### src/rtl/mealy_seq_detector.sv
// Parametrised Mealy serial-pattern detector.
// One serial bit is consumed per enabled clock. z rises in the same cycle as
// the bit that completes the pattern. The pattern can be reloaded at runtime,
// overlapping matches are optional, and a saturating counter tracks matches.
module mealy_seq_detector #(
   parameter int                 PAT_LEN = 4,
   parameter logic [PAT_LEN-1:0] PATTERN = 4'b1101,
   parameter int                 CNT_W   = 8
) (
   input  logic               clk,
   input  logic               reset,
   input  logic               en,
   input  logic               P1,
   input  logic               overlap,
   input  logic               pat_we,
   input  logic [PAT_LEN-1:0] pat_in,
   output logic               z,
   output logic [CNT_W-1:0]   match_cnt,
   output logic               cnt_sat
);

   localparam int                 FW       = $clog2(PAT_LEN);
   localparam logic [FW-1:0]      FILL_MAX = FW'(PAT_LEN - 1);
   localparam logic [CNT_W-1:0]   CNT_MAX  = '1;
   localparam logic [CNT_W-1:0]   CNT_PRE  = CNT_MAX - 1'b1;

   logic [PAT_LEN-2:0] hist;
   logic [FW-1:0]      fill;
   logic [PAT_LEN-1:0] pat;
   logic [PAT_LEN-1:0] window;
   logic               full;
   logic               hit;

   // The candidate window is the stored history with the incoming bit as the
   // newest (LSB) position. A match needs a full history, so the zeroed
   // history left by reset can never match a pattern such as all-zeros.
   assign window = {hist, P1};
   assign full   = (fill == FILL_MAX);
   assign hit    = en & ~pat_we & full & (window == pat);
   assign z      = hit & ~reset;

   // History, fill level, pattern and match counter. Reset beats pattern load,
   // which beats normal sampling.
   always_ff @(posedge clk) begin
      if (reset) begin
         hist      <= '0;
         fill      <= '0;
         pat       <= PATTERN;
         match_cnt <= '0;
         cnt_sat   <= 1'b0;
      end else if (pat_we) begin
         pat       <= pat_in;
         hist      <= '0;
         fill      <= '0;
         match_cnt <= '0;
         cnt_sat   <= 1'b0;
      end else if (en) begin
         if (hit && !overlap) begin
            hist <= '0;
            fill <= '0;
         end else begin
            hist <= window[PAT_LEN-2:0];
            if (!full) begin
               fill <= fill + 1'b1;
            end
         end
         if (hit && (match_cnt != CNT_MAX)) begin
            match_cnt <= match_cnt + 1'b1;
            if (match_cnt == CNT_PRE) begin
               cnt_sat <= 1'b1;
            end
         end
      end
   end

endmodule

### config.mk
export PLATFORM = sky130hd
export DESIGN_NAME = mealy_seq_detector
export DESIGN_NICKNAME = d
export VERILOG_FILES = /design/src/rtl/mealy_seq_detector.sv
export SDC_FILE = /design/constraint.sdc
export NUM_CORES = 1
export LEC_CHECK = 0
export ABC_AREA = 1
export CAP_MARGIN = 30
export CORE_MARGIN = 5
export CORE_UTILIZATION = 50
export DETAILED_ROUTE_END_ITERATION = 10
export GPL_TIMING_DRIVEN = 0
export PLACE_DENSITY_LB_ADDON = 0.1
export SETUP_SLACK_MARGIN = 0.15
export SLEW_MARGIN = 20
export SYNTH_ARGS = -nofsm -noshare
export SYNTH_HDL_FRONTEND = slang
export SYNTH_SLANG_ARGS = --single-unit
### constraint.sdc
create_clock -name clk -period 3.5 [get_ports clk]
set_input_delay 0.525 -clock clk [delete_from_list [all_inputs] [get_ports clk]]
set_output_delay 0.525 -clock clk [all_outputs]
set_load 0.05 [all_outputs]
After elaboration in Yosys (flattened, before gate mapping):

Index checks and enable logic that the tools add are counted.

* bits in registers: 18
* latch bits: 0
* memory bits (writable): 0
* ROM bits: 0
* input bits: 10
* output and inout port bits: 10
* word-level logic and storage cells: 28
* memories: 0

* $add $sub $neg: 2
* $mul: 0
* div/mod/pow operators: 0
* order comparisons: 0
* eq/ne operators: 5
* shift operators: 0
* mux-type cells: 3
* bitwise operators: 6
* reduce and logical (&&, ||, !) cells: 7

Operators with widths (number)
* 8-bit by 1-bit adder with 8-bit output (second input constant): 1
* 8-bit equality test (second input constant): 1
* 8-bit != test (second input constant): 1
* 1-bit AND: 4
* 4-bit equality test: 1
* 2-bit 2-to-1 mux: 2
* 2-bit AND reduction: 2
* 3-bit 2-to-1 mux: 1
* 3-bit AND reduction: 1
* 2-bit by 1-bit adder with 2-bit output (second input constant): 1
* 2-bit equality test (second input constant): 1
* 1-bit logical AND: 2
* 2-bit by 1-bit != test with 1-bit output (second input constant): 1
* 1-bit NOT: 2
* 2-bit OR reduction: 1
* 1-bit zero test: 1

Logic depth before layout (Yosys ltp):

Gate-level depths: netlist of run 1.

* depth after elaboration: 7
* depth in mapped cells: 10
* gate-level depth less buffers: 9

Least setup slack after synthesis of run 1:

OpenSTA, ideal clock, no wires.

* path kind: input-to-output
* start: in P1
* end: out z
* arrival: 1542 ps
* required time: 2975 ps
* slack: 1433 ps
* stages on the path: 6
* path buffers: 0
* path through: inv_1 -> nand2_1 -> nand2_1 -> nor2_1 -> nand3_2 -> nor2_1

* longest elaborated chain between the ends: 3

Ends and longest elaborated chain
* start, declared: RTL line 13 `input logic P1,`
* 4-bit equality test: RTL line 39 `assign hit = en & ~pat_we & full & (window == pat);`
* 1-bit AND: RTL line 39
* 1-bit AND: RTL line 40 `assign z = hit & ~reset;`
* end, declared: RTL line 17 `output logic z,`

Every way passes these cells.

Final worst setup path of run 1:

* start: in pat_we
* end: out z

* longest elaborated chain between the ends: 5

Ends and longest elaborated chain
* start, declared: RTL line 15 `input logic pat_we,`
* 1-bit NOT: RTL line 39
* 1-bit AND (3 in series): RTL line 39
* 1-bit AND: RTL line 40

Every way passes these cells.

==> results of run 1 <==
[final cells by class]
type	count	area [um^2]	area share
plain buffers	2	15.0	0.0130
clock buffers	4	36.3	0.0315
inverters	15	56.3	0.0488
multi-input cells	92	464	0.402
flip-flops and latches	18	360	0.312
well taps	25	31.3	0.0271
repair buffers	19	190	0.165
[state kept, by name (all words and copies together) (netlist names)]
signal	count
cnt_sat	1
fill	2
hist	3
match_cnt	8
pat	4
[per-stage QoR]
step                total power, mW  utilization
finish                        0.387        0.675
global route                  0.401        0.675
CTS                           0.386        0.675
detailed placement            0.255        0.654
global placement              0.254        0.654
floorplan                     0.238            -
[cell usage in the layout, fill, tap and decap left out]
cell / instances
a21oi_1: 16
buf_6: 1
clkbuf_1: 1
clkbuf_4: 3
clkbuf_8: 1
clkdlybuf4s50_1: 19
dfxtp_1: 18
ha_1: 3
inv_1: 13
inv_2: 2
nand2_1: 31
nand3_1: 9
nand3_2: 2
nand3b_1: 1
nand4_1: 2
nor2_1: 14
nor2_2: 1
nor2_4: 1
nor3_1: 1
o21ai_0: 7
xnor2_1: 4
[logic make-up (layout without fill, tap and decap cells)]
| family | after synthesis | count (layout) | share of synthesized area |
|---|---|---|---|
| and+or+nand+nor | 62 | 62 | 0.309 |
| AOI/OAI and AO/OA | 23 | 23 | 0.128 |
| DFF | 18 | 18 | 0.402 |
| buffers and inverters | 17 | 40 | 0.0796 |
| xor gates and xnor gates | 4 | 4 | 0.0391 |
| adders and majority gates | 3 | 3 | 0.0419 |
[report_power, final]
| group | total [mW] | switching [mW] | internal [mW] | leakage [nW] |
|---|---|---|---|---|
| Combinational | 0.0364 | 0.0188 | 0.0176 | 0.282 |
| Clock | 0.136 | 0.0728 | 0.0636 | 0.0210 |
| Sequential | 0.214 | 0.00368 | 0.210 | 0.147 |
[per-layer routing]
layer / global-route usage / vias to the layer above / wire length, um
met5: 0 / - / 0
met1: 0.197 / 389 / 947
li1: - / 452 / -
met4: 0.0766 / 0 / 38
met2: 0.260 / 19 / 864
met3: 0.0399 / 5 / 100
[how the worst max path moves through the flow]
| stage | startpoint | end | slack, ps | cells past startpoint |
|---|---|---|---|---|
| after CTS | pat_we | z | 540 | 7 |
| after global routing | pat_we | z | 440 | 7 |
| after global placement | pat_we | z | 550 | 7 |
| final | pat_we | z | 560 | 7 |
| after detailed placement | pat_we | z | 550 | 7 |
| after floorplan | P1 | z | 1430 | 6 |
[worst register-to-register path, delay by kind of cell (launching register included)]
kind | cells | cell delay, ps
adder cells (fa/ha/maj) | 1 | 230
buffers and inverters | 1 | 160
flip-flops | 1 | 390
AND/OR/NAND/NOR | 7 | 690
==> summary.txt, run 1 <==
CTS clock-pin slew for the worst setup and hold paths -> 120 ps
CTS Hold Buffers Added -> 0
Share of cells above drive strength 1 -> 0.0733
Resized cells post-CTS -> 0
GP Congestion -> 0.784
Nets -> 164
CP Max Fanout -> 7
Cell taking the most area after synthesis -> dfxtp_1
Seq/Total Area, Yosys -> 0.402
CP Buf/Inv Count -> 3
Clock Sink Count -> 18
Critical path's largest stage delay -> 800 ps
Initial antenna violation count -> 0
CP arrival -> 2420 ps
Via count -> 865
WHS Endpoint -> cnt_sat
Yosys top cell area share -> 0.402
Placed cells -> 171
Post-synthesis average cell area -> 7.05 um^2
GR Overflow Total -> 0
Pre-CTS WS -> 546 ps
Row cnt -> 15
Syn Inst Count -> 127
Initial drt markers -> 29
Count leader, synth -> nand2_1
Worst-Skew Late Latency -> 310 ps
Hold Crit Depth -> 2
Post-synth EDFFs -> 0
Least-Margin Pin Slew -> 570 ps
Final setup violation count -> 0
Post-synth net total -> 140
Run status -> complete, no violations
PnR worst setup slack -> 560 ps
Die Span Y -> 52.3 um
Worst Hold Launch -> cnt_sat
Top post-synthesis cells by area -> dfxtp_1 (40%), nand2_1 (13%), a21oi_1 (8.9%)
P&R area growth vs syn -> 28.8%
Largest net degree at the start of global routing -> 11
Die Wd -> 52.3 um
Fin Setup TNS -> 0 ps
Worst min path class -> reg2reg
CTS tree -> built
Slew Viols, Final -> 0
I/O Buffers -> 19
H-tree depth -> 1
RSZ-0062 raised after global routing -> no
Family with the most delay on the worst path -> buffers and inverters
Avg WL per Cell -> 11.1 um
Fin area -> 1150 um^2
Core area -> 1710 um^2
Synth warnings -> 0
Vias in the first global route -> 764
Fill count -> 154
Pleak -> 0.450 nW
Worst path slowest cell -> clkdlybuf4s50_1
Final hold vios -> 0
Top cells by count, synth -> nand2_1 (31), dfxtp_1 (18), a21oi_1 (16)
Library cells used by synthesis -> 18
Num ports -> 20
Crit path cell chain -> clkdlybuf4s50_1 -> inv_2 -> nand3_2 -> nor2_2 -> nand3_2 -> nor2_1 -> clkdlybuf4s50_1
First-pass GRT wire length -> 3.25 mm
Synth Cell Area -> 896 um^2
Pwr/cell area -> 335 nW/um^2
Final ANT Viol Nets -> 0
Drt via density -> 4.94
CTS max path bufs -> 2
R2r startpoint -> fill[0]
Die footprint -> 2740 um^2
Starting Density -> 0.525
Worst hold slack -> 485 ps
GRT Resource Usage Total -> 0.161
Synth Flop Type -> dfxtp_1
DRC Markers -> 0
CTS Root Cell -> clkbuf_4
Max cap viols -> 0
Critical path class -> in2out
FMAX -> 0.340 GHz
FF-to-FF End -> match_cnt[5]
Minimum clock period -> 2940 ps
Post-synthesis register bit count -> 18
DR pass1 iterations -> 4
Final worst-path cycle share -> 0.840
Ys async rst share -> 0
CP endpoint kind -> output port
Slew HR -> 0.619
R2r setup slk -> 1950 ps
# Post-CTS Setup Buffers -> 0
Num CTS Buffers -> 3
Max VDD drop -> 0.233 mV
Worst EP required -> 2970 ps
Routed WL -> 1.95 mm
DP HPWL -> 1.44 mm
Final non-filler cell total -> 175
Worst reg2reg path depth -> 9
Crit start category -> input pin
Skew final -> 8.45 ps
Inserted Diodes -> 0
Placed inst area -> 1120 um^2
(Power assumes the default switching activity.)
==> inputs of run 2 (changes only) <==
CORE_UTILIZATION = 48   (was 50)
clock period = 2.96 ns   (was 3.5 ns; I/O delays follow)
==> run 2 against run 1 <==
Net effect: clock skew is 6.2 ps lower; first-iteration DRC count is 38% lower; core utilization is 1.3 points lower; sequential power is 18% higher; clock power is 13% higher; register-to-register slack worse by 520 ps; setup slack better by 6.4 ps; global-route usage is 1.7 points lower; final area is 0.22% higher; critical path depth stayed put.
==> summary.txt, run 2 (synthesized netlist as in run 1, its figures left out) <==
GR Overflow Total -> 0 (unchanged)
Sequential power share -> 0.564 (+0.011)
Initial drt markers -> 18 (-38%)
Num ports -> 20 (unchanged)
CTS clock-pin slew for the worst setup and hold paths -> 110 ps (about the same)
H-tree depth -> 1 (unchanged)
Largest registers -> match_cnt (8), pat (4), hist (3)
Starting Density -> 0.513 (-0.0113)
Die footprint -> 2830 um^2 (+3.4%)
Inserted Diodes -> 0 (unchanged)
CTS max path bufs -> 2 (unchanged)
Slew HR -> 0.601 (-0.0177)
CP arrival -> 1950 ps (-470 ps)
WL met2 -> 736 um (-15%)
I/O Buffers -> 19 (unchanged)
Final hold vios -> 0 (unchanged)
Pwr/cell area -> 388 nW/um^2 (+16%)
Crit start category -> input pin
Die Wd -> 53.2 um (+1.7%)
Met1 WL -> 914 um (-3.5%)
CTS Root Cell -> clkbuf_4
P&R area growth vs syn -> 29.1%
RSZ-0062 raised after global routing -> no
Least-Margin Pin Slew -> 596 ps (+26.4 ps)
P_sw -> 0.104 mW (+9.2%)
Core area -> 1750 um^2 (+2.2%)
Max cap viols -> 0 (unchanged)
Die Span Y -> 53.2 um (+1.7%)
Row cnt -> 15 (unchanged)
Critical path class -> in2out
Num CTS Buffers -> 3 (unchanged)
Storage cell area -> 360 um^2 (unchanged)
GRT Resource Usage Total -> 0.144 (-0.0169)
Top layer in use -> met4
DR pass1 iterations -> 4 (unchanged)
Worst reg2reg path depth -> 9 (unchanged)
Critical path's largest stage delay -> 520 ps (-280 ps)
Crit path cell chain -> clkdlybuf4s50_1 -> inv_2 -> nand3_2 -> nor2_2 -> nand3_2 -> nor2_1 -> dlymetal6s2s_1
Largest net degree at the start of global routing -> 11 (unchanged)
Final ANT Viol Nets -> 0 (unchanged)
GP Congestion -> 0.806 (+2.9%)
Clock Sink Count -> 18 (unchanged)
Most frequent cells in the layout -> nand2_1 (31), dfxtp_1 (18), clkdlybuf4s50_1 (18)
Total Power -> 0.448 mW (+16%)
Minimum clock period -> 2390 ps
Slew Viols, Final -> 0 (unchanged)
Area of the multi-input gates -> 464 um^2 (unchanged)
Most used cell, CP -> nand3_2
Routed WL -> 1.78 mm (-9.0%)
Family with the most delay on the worst path -> buffers and inverters
Pleak -> 0.468 nW (+4.2%)
Final setup violation count -> 0 (unchanged)
Hold Crit Depth -> 2 (unchanged)
Worst-Skew Late Latency -> 290 ps (-20 ps)
DP HPWL -> 1.32 mm (-8.2%)
Worst path slowest cell -> clkdlybuf4s50_1
CTS tree -> built
CP Max Fanout -> 7 (unchanged)
CP endpoint kind -> output port
Avg WL per Cell -> 10.1 um (-9.0%)
Commonest non-fill, non-tap cell in the layout -> nand2_1
# Post-CTS Setup Buffers -> 0 (unchanged)
Share of cells above drive strength 1 -> 0.0733 (unchanged)
Cell internal pwr -> 0.344 mW (+18%)
Max VDD drop -> 0.430 mV (+85%)
CP Buf/Inv Count -> 3 (unchanged)
First-pass GRT wire length -> 2.93 mm (-10%)
Vias in the first global route -> 715 (-6.4%)
WP depth -> 7 (unchanged)
Skew final -> 2.29 ps (-6.16 ps)
Part of the power in combinational logic -> 0.095 (about the same)
Initial antenna violation count -> 0 (unchanged)
Via count -> 850 (-1.7%)
Clock power share -> 0.342 (-0.011)
Sw Ratio -> 0.232 (-0.0143)
FMAX -> 0.418 GHz
Worst EP required -> 2520 ps (-450 ps)
Largest register FFs -> 8 (unchanged)
DRC Markers -> 0 (unchanged)
Met3 routed WL -> 104 um (+4.0%)
Worst min path class -> reg2reg
Most flops, register -> match_cnt
Fin Setup TNS -> 0 ps (unchanged)
Run status -> complete, no violations
Fill count -> 171 (+11%)
Final worst-path cycle share -> 0.809
Drt via density -> 4.86 (-1.7%)
Nets -> 164 (unchanged)
run 2: cell count changes in the layout (fill, tap and decap cells not counted):
cell	change
clkdlybuf4s50_1	-1
dlymetal6s2s_1	+1
run 2: cell type report:
type	instances	area share
clock buffer	4	0.0314
buffer	2	0.0130
inverter	15	0.0487
sequential	18	0.312
multi-input combinational	92	0.402
timing repair buffer	19	0.167
tap	25	0.0271
run 2: through the flow:
step	util	setup WS [ps]	area, um^2	hold slack, ps	std cells
after floorplan	-	1010	896	447	127
after global placement	0.640	170	1120	460	171
after detailed placement	0.640	171	1120	469	171
after CTS	0.661	166	1150	486	175
after global routing	0.662	454	1160	506	175
final	0.662	566	1160	485	175
run 2: final timing paths:
kind                  end  slack (ps)    start
max                     z         570   pat_we
min                pat[1]         490   pat[1]
max reg2reg  match_cnt[5]        1430  fill[0]
min reg2reg        pat[1]         490   pat[1]
run 2: power groups by stage:
stage,registers [mW],logic [mW],clock network (mW)
global route,0.254,0.0485,0.176
global placement,0.258,0.0416,0
finish,0.253,0.0425,0.153
floorplan,0.257,0.0238,0
CTS,0.253,0.0428,0.157
detailed placement,0.258,0.0425,0
run 2: worst reg2reg max path, delay by kind of cell, from the launching register on:
family	cells	cell delay, ps
adders and majority gates	1	230
buffers and inverters	1	160
DFF	1	370
and+or+nand+nor	7	680
run 2: per-layer routing:
| layer | GRT usage | vias to the layer above |
|---|---|---|
| met3 | 0.0563 | 2 |
| met2 | 0.210 | 19 |
| met5 | 0 | - |
| met1 | 0.189 | 375 |
| met4 | 0.0511 | 0 |
| li1 | - | 454 |
run 2: repair_timing:
item | in CTS | in global routing
setup endpoints to repair | 0 | 1
gates resized for setup | 0 | 1
hold buffers | 0 | 0
==> RTL change: new RTL, config.mk and constraints of run 2 <==
Set the parameter `CNT_W` to 10 (it was 8).
--- a/src/rtl/mealy_seq_detector.sv
+++ b/src/rtl/mealy_seq_detector.sv
@@ -5,7 +5,7 @@
 module mealy_seq_detector #(
    parameter int                 PAT_LEN = 4,
    parameter logic [PAT_LEN-1:0] PATTERN = 4'b1101,
-   parameter int                 CNT_W   = 8
+   parameter int                 CNT_W   = 10
 ) (
    input  logic               clk,
    input  logic               reset,
Interface: changed (resized match_cnt); port bits go from 20 to 22. No check against the original RTL was run, so the function may have changed too.
==> RTL change against run 2 <==
Critical path depth unchanged; combinational power fell by 3%; final area increased by 18%; setup slack got worse by 130 ps; via count up 16%; global-route usage shrank 0.44 points; count of clock-buffer cells in the layout down 1; clock power increased by 44%; routed wire length grew 18%; power rose by 21%; sequential power is 11% higher; sequential cell count up 2; area after synthesis increased by 19%; final cell count increased by 19%.
==> RTL change: results (changes against run 2) <==
Run status
Status: complete, no violations (unchanged).

Logic synthesis
The sequential area share after synthesis is 37.6% (was 40.2%). The unique cell type count in the Yosys netlist is 21 (was 18). Ranking of synthesized cells by area: dfxtp_1 38%, nand2_1 15%, a21oi_1 8.0%, inv_1 5.3%, nand3_1 4.7% (was dfxtp_1 40%, nand2_1 13%, a21oi_1 8.9%, nor2_1 5.9%, inv_1 5.4%). Commonest cells post-synth: 44 x nand2_1, 20 x dfxtp_1, 17 x a21oi_1 (was 31 x nand2_1, 18 x dfxtp_1, 16 x a21oi_1).

Final layout
The number of flip-flops under the largest register name is 10 (was 8). The net count reported at finish is 195 (was 164). Top Registers: match_cnt x10, pat x4, hist x3 (was match_cnt x8, pat x4, hist x3).

The share of layout cells above drive strength 1 was 9.94% (was 7.33%).

Timing
The post-route clock skew came to 1.62 ps (was 2.29 ps). The worst-case headroom to the max-slew limit is 66.4% (was 60.1%).

GRT
The number of global-route vias before repair is 918 (was 715). The combined global-route utilization of all metal layers is 13.9% (was 14.4%). The largest net degree at the start of global routing is 13 (was 11).

Detailed routing
The final wirelength came to 2100 µm (was 1780 µm). The via count is 989 (was 850). The count of routing violations after the opening detailed-route iteration is 10 (was 18).

Critical path
The data arrival time of the worst path is 2080 ps (was 1950 ps). The cell at the slowest stage of the critical path was dlygate4sd2_1 (was clkdlybuf4s50_1).

Placed design
The placer congestion estimate was 0.806 (about the same). The count of buffers from port buffering is 21 (was 19). The sum of net half-perimeters after detailed placement is 1640 µm (was 1320 µm). The post-placement cell area is 1310 µm² (was 1120 µm²).

Power
The largest voltage drop on the vdd net is 0.329 mV (was 0.430 mV). The leakage power summed over all cells is 0.521 nW (was 0.468 nW). The sequential cell power came to 0.000280 W (was 0.000253 W). The switching power is 0.000110 W (was 0.000104 W).
[RTL change: cell types whose count changed in the layout (fill, tap and decap cells not counted), sizes merged, moves of 2 or more]
cell / delta
clkdlybuf4s50: +2
dfxtp: +2
inv: +6
nand2: +14
xor2: +3
[RTL change: cell type report]
cell class,instances,area [µm²]
Multi-Input combinational cell,112,567
Tap cell,28,35.0
Sequential cell,20,400
Clock buffer,3,22.5
Fill cell,207,807
Buffer,3,20.0
Timing Repair Buffer,21,209
Clock inverter,1,30.0
Inverter,21,78.8
[RTL change: per-layer routing]
layer  vias up  wire (µm)  track usage [%]
met4         0          0             4.97
met2        18       1070             26.4
met5         -          0                0
met1       428        937             15.4
li1        543          -                -
met3         0         86             2.26
[RTL change: worst paths after layout]
kind	start	endpoint	slack, ps	cells after the start
max reg2reg	match_cnt[0]	match_cnt[4]	1300	9
min	cnt_sat	cnt_sat	460	2
max	pat_we	z	440	7
min reg2reg	cnt_sat	cnt_sat	460	2
[RTL change: cells by family after synthesis]
kind of cell | after synthesis | synth area share (%)
flip-flops | 20 | 37.6
AND/OR/NAND/NOR | 77 | 31.9
XOR/XNOR | 7 | 5.75
buffers and inverters | 24 | 9.27
adder cells (fa/ha/maj) | 3 | 3.52
AO/OA/AOI/OAI | 25 | 12.0
[RTL change: through the flow]
step / setup WS, ps / utilization (%) / instances
floorplan: 1010 / - / 156
global placement: 159 / 60.4 / 205
detailed placement: 158 / 60.4 / 205
CTS: 426 / 62.8 / 209
global route: 336 / 62.8 / 209
finish: 441 / 62.8 / 209
[RTL change: repair_timing]
action | 4_1_cts | 5_1_grt
hold endpoints to repair | 0 | 0
endpoints found under the setup margin | 1 | 0
gates resized for setup | 1 | 0
